File: config.mk
export PLATFORM = sky130hd
export DESIGN_NAME = otter_muldiv
export DESIGN_NICKNAME = d
export VERILOG_FILES = /design/src/rtl/otter_muldiv.sv
export SDC_FILE = /design/constraint.sdc
export NUM_CORES = 1
export LEC_CHECK = 0
export CAP_MARGIN = 5
export CORE_MARGIN = 3
export CORE_UTILIZATION = 25
export DETAILED_ROUTE_END_ITERATION = 7
export GPL_TIMING_DRIVEN = 0
export HOLD_SLACK_MARGIN = 0.08
export SYNTH_ARGS = -nofsm -noshare
export SYNTH_HDL_FRONTEND = slang
export SYNTH_SLANG_ARGS = --single-unit
File: constraint.sdc
create_clock -name CLK -period 5.2 [get_ports CLK]
set_input_delay 0.78 -clock CLK [delete_from_list [all_inputs] [get_ports CLK]]
set_output_delay 0.78 -clock CLK [all_outputs]
set_load 0.01 [all_outputs]
File: src/rtl/otter_muldiv.sv
// otter_muldiv: iterative radix-2 RV32M multiply/divide unit with fixed 33-cycle latency
module otter_muldiv #(
    parameter int WIDTH = 32,
    parameter int CNT_W = 6
) (
    input  logic             CLK,
    input  logic             RST,
    input  logic             start,
    input  logic             flush,
    input  logic [2:0]       func3,
    input  logic [WIDTH-1:0] op_a,
    input  logic [WIDTH-1:0] op_b,
    output logic             busy,
    output logic             done,
    output logic [WIDTH-1:0] result
);
    typedef enum logic [1:0] {IDLE, CALC, DONE} state_t;
    state_t state, state_n;
    logic [2:0] f3;
    logic [CNT_W-1:0] cnt;
    logic [2*WIDTH-1:0] acc, acc_n, prod;
    logic [WIDTH-1:0] m, mag_a, mag_b, res_n;
    logic [WIDTH:0] add_sum, trial;
    logic neg_q, neg_r, sa, sb, accept, last;

    assign busy = state != IDLE;
    assign done = state == DONE;

    // Operand magnitudes at accept time, one iteration step, and final sign correction
    always_comb begin
        sa = op_a[WIDTH-1] & (func3 == 3'b001 || func3 == 3'b010 || func3 == 3'b100 || func3 == 3'b110);
        sb = op_b[WIDTH-1] & (func3 == 3'b001 || func3 == 3'b100 || func3 == 3'b110);
        mag_a = sa ? -op_a : op_a;
        mag_b = sb ? -op_b : op_b;
        accept = state == IDLE && start && !flush;
        last = cnt == CNT_W'(WIDTH);
        add_sum = {1'b0, acc[2*WIDTH-1:WIDTH]} + {1'b0, m};
        trial = acc[2*WIDTH-1:WIDTH-1] - {1'b0, m};
        acc_n = f3[2] ? (trial[WIDTH] ? {acc[2*WIDTH-2:0], 1'b0} : {trial[WIDTH-1:0], acc[WIDTH-2:0], 1'b1})
                      : (acc[0] ? {add_sum, acc[WIDTH-1:1]} : {1'b0, acc[2*WIDTH-1:1]});
        prod = neg_q ? -acc : acc;
        res_n = f3[2] ? (f3[1] ? (neg_r ? -acc[2*WIDTH-1:WIDTH] : acc[2*WIDTH-1:WIDTH])
                               : (neg_q ? -acc[WIDTH-1:0] : acc[WIDTH-1:0]))
                      : (f3[1:0] == 2'b00 ? prod[WIDTH-1:0] : prod[2*WIDTH-1:WIDTH]);
    end

    // Next state: flush always wins, DONE lasts exactly one cycle
    always_comb begin
        state_n = state;
        state_n = flush ? IDLE
                : accept ? CALC
                : (state == CALC && last) ? DONE
                : (state == DONE) ? IDLE : state;
    end

    // State register
    always_ff @(posedge CLK or posedge RST) begin
        if (RST) state <= IDLE;
        else state <= state_n;
    end

    // Datapath: load magnitudes on accept, iterate in CALC, capture signed result on the final CALC cycle
    always_ff @(posedge CLK or posedge RST) begin
        if (RST) begin
            f3 <= '0;
            cnt <= '0;
            acc <= '0;
            m <= '0;
            neg_q <= 1'b0;
            neg_r <= 1'b0;
            result <= '0;
        end else if (accept) begin
            f3 <= func3;
            cnt <= '0;
            acc <= {{WIDTH{1'b0}}, func3[2] ? mag_a : mag_b};
            m <= func3[2] ? mag_b : mag_a;
            neg_q <= (sa ^ sb) & (!func3[2] | (|op_b));
            neg_r <= sa;
        end else if (state == CALC && !flush) begin
            cnt <= cnt + 1'b1;
            if (last) result <= res_n;
            else acc <= acc_n;
        end
    end
endmodule

* Yosys cells after proc, flatten, opt, wreduce, memory -nomap -nowiden
Cells that the tools add are included.
** Cells by class
- Mux-type cells :: 22
- Equality and inequality tests :: 8
- Bitwise gates (word level) :: 6
- $add $sub $neg :: 8
- Reductions and logical operators :: 19
** Operators with widths (count)
- 64-bit 2-to-1 mux :: 7
- 32-bit 2-to-1 mux :: 9
- 32-bit negation :: 4
- 64-bit negation :: 1
- 32-bit by 32-bit adder with 33-bit output :: 1
- 33-bit by 32-bit subtractor with 33-bit output :: 1
- 32-bit OR reduction :: 1
- 6-bit 2-to-1 mux :: 2
- 2-bit 2-to-1 mux :: 4
- 6-bit by 1-bit adder with 6-bit output, second input constant :: 1
- 3-bit == test, second input constant :: 2
- 6-bit == test, second input constant :: 1
- 1-bit logical OR :: 5
- 1-bit logical AND :: 4
- 2-bit logical NOT :: 2
- 2-bit nonzero test :: 2
- 4-bit nonzero test :: 1
- 1-bit bitwise AND :: 3
- 3-bit by 1-bit == test with 1-bit output, second input constant :: 1
- 3-bit by 2-bit == test with 1-bit output, second input constant :: 1
- 3-bit AND reduction :: 1
- 2-bit by 1-bit == test with 1-bit output, second input constant :: 1
- 2-bit == test, second input constant :: 1
- 1-bit logical NOT :: 2
- other kinds (5) :: 5
** Word-level totals
- Bits in registers :: 141
- Word-level logic and storage cells :: 71
- Bits of input ports :: 71

* Depth between registers and ports, before layout
- Depth after elaboration :: 8
- Mapped depth :: 14
- Mapped depth without buffers :: 12

* Worst setup path before layout
No wires, ideal clock.
- Kind :: reg2reg
- From :: register acc[32]
- To :: register result[24]
- Arrival time :: 3.068 ns
- Cell stages (with the launch flop) :: 13
- Setup slack :: 2.003 ns
- Setup time :: 0.130 ns
- Buffers on the path :: 1
- Clock period less this slack :: 3.197 ns
- Path through :: dfrtp_1 -> inv_1 -> ha_1 -> or3b_4 -> or4b_1 -> buf_2 -> or3_4 -> or3b_4 -> o21ai_1 -> xor2_1 -> a22oi_1 -> o21ai_1 -> o21ai_1
** On the way
- Word-level cells in the longest chain between the ends :: 4
** RTL lines
- start: declaration :: RTL line 21 : logic [2*WIDTH-1:0] acc, acc_n, prod;
- start signal: assignment :: RTL line 75 : acc <= {{WIDTH{1'b0}}, func3[2] ? mag_a : mag_b};
- start signal: assignment :: RTL line 82 : else acc <= acc_n;
- 64-bit negation / 32-bit negation (equally long branches) :: RTL line 41, 42
- 64-bit 2-to-1 mux / 32-bit 2-to-1 mux (equally long branches) :: RTL line 41, 42
- 32-bit 2-to-1 mux, on equally long branches :: RTL line 44, 42
- 32-bit 2-to-1 mux * :: RTL line 42 : res_n = f3[2] ? (f3[1] ? (neg_r ? -acc[2*WIDTH-1:WIDTH] : acc[2*WIDTH-1:WIDTH])
- end signal: assignment :: RTL line 81 : if (last) result <= res_n;
- end: declaration :: RTL line 15 : output logic [WIDTH-1:0] result
Mark *: on every way between the ends. The rest lies on a longest branch, timed or not.
A chain may end at the register's enable or synchronous reset.

* Final worst setup path
- From :: register acc[0]
- To :: register result[4]
** On the way
- Word-level cells in the longest chain between the ends :: 4
** RTL lines (RTL line)
- 64-bit negation / 32-bit negation (equally long branches) :: 41, 43
- 64-bit 2-to-1 mux / 32-bit 2-to-1 mux (equally long branches) :: 41, 43
- 32-bit 2-to-1 mux, on equally long branches :: 44, 42
- 32-bit 2-to-1 mux * :: 42
Marked as above.

==> report_table.html <==
<table>
<tr><th>Metric</th><th>Value</th></tr>
<tr><th colspan="2">Run status</th></tr>
<tr><td>Status</td><td>finished clean</td></tr>
<tr><th colspan="2">Synth</th></tr>
<tr><td>Number of synthesized flops with an enable pin</td><td>0</td></tr>
<tr><td>Cell taking the most area after synthesis</td><td>dfrtp_1</td></tr>
<tr><td>Dominant cell by count in the synthesized netlist</td><td>nand2_1</td></tr>
<tr><td>Main area contributors after synthesis</td><td>dfrtp_1 24%, a21oi_1 6.1%, nand2_1 6.1%</td></tr>
<tr><td>Cells after synthesis</td><td>1931</td></tr>
<tr><td>Post-synthesis instance area</td><td>14500 sq um</td></tr>
<tr><td>Total of warnings raised by yosys</td><td>0</td></tr>
<tr><td>Fraction of registers with async set/reset</td><td>100%</td></tr>
<tr><td>Netlist cell types</td><td>81</td></tr>
<tr><td>Top-area cell type share of the netlist area</td><td>24.3%</td></tr>
<tr><td>Register bit count reported by yosys</td><td>141</td></tr>
<tr><td>Average cell area after synthesis</td><td>7.52 sq um</td></tr>
<tr><td>Net count after synthesis</td><td>2074</td></tr>
<tr><td>Post-synth top cells</td><td>236 x nand2_1, 178 x a21oi_1, 159 x o21ai_0, 153 x nor2_1, 141 x dfrtp_1</td></tr>
<tr><td>Share of the yosys chip area belonging to registers</td><td>24.3%</td></tr>
<tr><td>Most used DFF post-synth</td><td>dfrtp_1</td></tr>
<tr><th colspan="2">Power</th></tr>
<tr><td>Switching portion of total power</td><td>51.0%</td></tr>
<tr><td>Largest vdd supply drop</td><td>0.000210 V</td></tr>
<tr><td>Power Density</td><td>452 nW/um^2</td></tr>
<tr><td>Net switching power of the design</td><td>3950 uW</td></tr>
<tr><td>Combinational power share</td><td>61.9%</td></tr>
<tr><td>Leak pwr</td><td>0.00688 uW</td></tr>
<tr><td>Clock share of power</td><td>17.5%</td></tr>
<tr><td>Sequential cell fraction of total power</td><td>20.6%</td></tr>
<tr><td>Int Power</td><td>3800 uW</td></tr>
<tr><th colspan="2">Setup path</th></tr>
<tr><td>Critical-path top delay cell</td><td>nand3_1</td></tr>
<tr><td>Crit path capture type</td><td>flip-flop</td></tr>
<tr><td>Category of the critical setup timing path</td><td>flip-flop to flip-flop</td></tr>
<tr><td>CP Max Fanout</td><td>10</td></tr>
<tr><td>Arrival time at the worst endpoint</td><td>5230 ps</td></tr>
<tr><td>Cell chain of the critical path</td><td>clkbuf_1, inv_1, clkbuf_1, clkbuf_2, ha_1, nand4b_1, nor3_1, nand3_1, buf_2, o21ai_0, xor2_1, nor2_1, o21ai_0, nand2_1</td></tr>
<tr><td>CP max stage delay</td><td>580 ps</td></tr>
<tr><td>Startpoint types</td><td>flip-flop</td></tr>
<tr><td>Worst Path Required</td><td>5520 ps</td></tr>
<tr><td>Depth of the worst register-to-register path</td><td>14</td></tr>
<tr><th colspan="2">Global route</th></tr>
<tr><td>Number of antenna violations at the first check in global routing</td><td>2</td></tr>
<tr><td>Maximum number of pins on one net before global-route repair</td><td>76</td></tr>
<tr><td>Vias in the first global route</td><td>15448</td></tr>
<tr><td>Congestion Overflow GR</td><td>0</td></tr>
<tr><td>Wire length of the first global-routing pass</td><td>103 mm</td></tr>
<tr><td>GRT Overall Usage</td><td>22.6%</td></tr>
<tr><th colspan="2">Timing</th></tr>
<tr><td>Post-route worst setup slack</td><td>293 ps</td></tr>
<tr><td>Fraction of the cycle the final worst path needs</td><td>94.4%</td></tr>
<tr><td>Rel. slew slack</td><td>18.7%</td></tr>
<tr><td>Slew @ Worst Pin</td><td>1210 ps</td></tr>
<tr><td>Final setup viols</td><td>0</td></tr>
<tr><td>Final hold vios</td><td>0</td></tr>
<tr><td>Post-layout min period</td><td>4910 ps</td></tr>
<tr><td>Maximum operating frequency</td><td>204 MHz</td></tr>
<tr><td>Total count of max-transition violations in the final report</td><td>0</td></tr>
<tr><td>Worst Clk Skew</td><td>20.8 ps</td></tr>
<tr><td>Unrepaired setup endpoints after global routing</td><td>false</td></tr>
<tr><th colspan="2">Finish</th></tr>
<tr><td>Inserted Diodes</td><td>0</td></tr>
<tr><td>Layout net count</td><td>2199</td></tr>
<tr><td>Ratio of cells with drive above 1 in the final layout</td><td>3.10%</td></tr>
<tr><td>Area delta synth-&gt;final</td><td>18.2%</td></tr>
<tr><td>Non-filler instance count after layout</td><td>2823</td></tr>
<tr><td>Post-Route Utilization</td><td>30.2%</td></tr>
<tr><th colspan="2">Worst hold path</th></tr>
<tr><td>Hold Path Class</td><td>flip-flop to flip-flop</td></tr>
<tr><td>Number of instances on the worst hold path</td><td>2</td></tr>
<tr><th colspan="2">Placed design</th></tr>
<tr><td>Dpl hpwl</td><td>55.5 mm</td></tr>
<tr><td>Cell count after placement</td><td>2793</td></tr>
<tr><td>Worst setup timing slack at the placement stage</td><td>206 ps</td></tr>
<tr><td>Routability-driven placement congestion ratio</td><td>1.03</td></tr>
<tr><td>Count of port buffers added during placement</td><td>104</td></tr>
<tr><th colspan="2">Drt</th></tr>
<tr><td>Final antenna-violating net count</td><td>0</td></tr>
<tr><td>Wire length per cell</td><td>24.5 um</td></tr>
<tr><td>Detailed-route via count</td><td>15875</td></tr>
<tr><td>Routed vias/inst</td><td>5.62</td></tr>
<tr><td>Initial drt markers</td><td>1621</td></tr>
<tr><td>Total Routed Length</td><td>69.3 mm</td></tr>
<tr><td>Router iterations before antenna repair</td><td>6</td></tr>
<tr><td>DRC violation count after routing</td><td>0</td></tr>
<tr><th colspan="2">Job</th></tr>
<tr><td>MaxCap Viol Count</td><td>0</td></tr>
<tr><th colspan="2">Floorplan</th></tr>
<tr><td>Overall die height</td><td>247 um</td></tr>
<tr><td>Placeable core area</td><td>56900 sq um</td></tr>
<tr><td>Die area</td><td>61000 sq um</td></tr>
<tr><td>I/O pin cnt</td><td>105</td></tr>
<tr><td>Number of placement rows</td><td>87</td></tr>
<tr><td>Initial core utilization</td><td>25.5%</td></tr>
<tr><td>Die X-Extent</td><td>247 um</td></tr>
<tr><th colspan="2">Clocking</th></tr>
<tr><td>Master cell of the clock root buffer</td><td>clkbuf_16</td></tr>
<tr><td>CTS buffer count</td><td>17</td></tr>
<tr><td>Clock latency at the later pin of the worst-skew pair</td><td>460 ps</td></tr>
<tr><td>Hold-fix buffer count after cts</td><td>0</td></tr>
<tr><td>CTS Buffer Depth</td><td>2</td></tr>
<tr><td>Sinks on the clock net</td><td>141</td></tr>
<tr><td>Clock-pin transition on the worst setup and hold timing paths</td><td>70 ps</td></tr>
<tr><td>Clock tree from TritonCTS</td><td>built</td></tr>
<tr><td>H-tree levels</td><td>4</td></tr>
</table>
[sequential cells by signal, summed over array words and instances, names as in the netlist]
register,count
neg_r,1
state,2
f3,3
cnt,6
acc,64
result,32
m,32
neg_q,1
[kinds of logic (layout without fill, tap and decap cells)]
group                    Yosys count  after routing  share of synthesized area (%)
AO/OA/AOI/OAI                    667            667                           29.7
AND/OR/NAND/NOR                  591            591                           18.9
buffers and inverters            218            354                           5.73
XOR/XNOR                         187            187                           11.3
flip-flops                       141            141                           24.3
adder cells (fa/ha/maj)           72             72                           6.30
multiplexers                      55             55                           3.80
[power groups by stage]
| stage | Sequential [uW] | Combinational [uW] | Clock, uW |
|---|---|---|---|
| final | 1600 | 4800 | 1360 |
| after global routing | 1620 | 5190 | 1410 |
| after CTS | 1590 | 4670 | 1370 |
| after detailed placement | 1610 | 4640 | 0 |
| after global placement | 1600 | 4620 | 0 |
| after floorplan | 1480 | 3250 | 0 |
[cells in the final DEF (no fill, tap or decap), types with 8 or more instances in the layout]
cell / netlist / final
inv_1: 71 / 70
nor2b_1: 8 / 8
nand4_1: 14 / 14
nand2b_1: 18 / 18
o22ai_1: 16 / 16
a211oi_1: 24 / 24
clkbuf_1: 123 / 123
o41ai_1: 13 / 13
nor3_1: 37 / 37
a31oi_1: 14 / 14
buf_1: 18 / 18
clkbuf_16: 0 / 17
a32o_1: 11 / 11
nor2_1: 153 / 153
nor4_1: 15 / 15
mux2i_1: 54 / 54
nand3_1: 24 / 24
clkdlybuf4s50_1: 0 / 104
o21bai_1: 11 / 11
o31ai_1: 31 / 31
o21ai_0: 159 / 159
xor2_1: 86 / 86
a21o_1: 27 / 27
o221ai_1: 20 / 20
o21ai_1: 9 / 9
or2_2: 9 / 9
and2_1: 10 / 10
o21a_1: 13 / 13
o211ai_1: 59 / 59
a22o_1: 13 / 13
a221oi_1: 13 / 13
a21oi_1: 178 / 178
xnor2_1: 101 / 101
dfrtp_1: 141 / 141
ha_1: 70 / 70
nand2_1: 236 / 236
or3_1: 22 / 22
or4_1: 10 / 10
[critical path, delay by kind of cell, from the launching register on]
kind | cells | cell delay, ps
XOR/XNOR | 1 | 170
adder cells (fa/ha/maj) | 1 | 340
flip-flops | 1 | 360
AO/OA/AOI/OAI | 2 | 700
AND/OR/NAND/NOR | 5 | 1300
buffers and inverters | 5 | 1870
[final timing paths]
check	from	endpoint	slack, ps
min in group asynchronous	RST	acc[52]	830
worst min-delay path	result[11]	result[11]	490
worst max-delay path	acc[0]	result[4]	290
worst max register to register	acc[0]	result[4]	290
worst min register to register	result[11]	result[11]	490
max in group asynchronous	RST	acc[24]	3530
[layer usage]
metal	up-vias	track usage [%]	share of wire (%)
met5	-	0	0
met4	0	10.2	4.6
met3	135	3.34	7.5
met2	817	36.3	45
met1	7652	29.9	43
li1	7271	-	-
[repair_timing]
action,CTS,global route
endpoints found under the setup margin,0,3
resized for setup,0,2
setup buffers,0,0
[cell type report]
class | instances | area (sq um)
Fill cell | 6097 | 39800
Multi-Input combinational cell | 1572 | 10200
Sequential cell | 141 | 3530
Timing Repair Buffer | 106 | 1070
Tap cell | 756 | 946
Buffer | 147 | 567
Clock buffer | 18 | 429
Inverter | 71 | 272
Clock inverter | 12 | 184
[through the flow]
stage	total power, uW	area, sq um	setup TNS (ps)	hold slack (ps)
global route	8220	17200	0	516
finish	7750	17200	0	489
detailed placement	6240	16600	0	479
floorplan	4730	14500	0	475
global placement	6220	16500	-248380	464
CTS	7620	17200	0	494
Note: power is estimated with default switching activity, not from simulation.
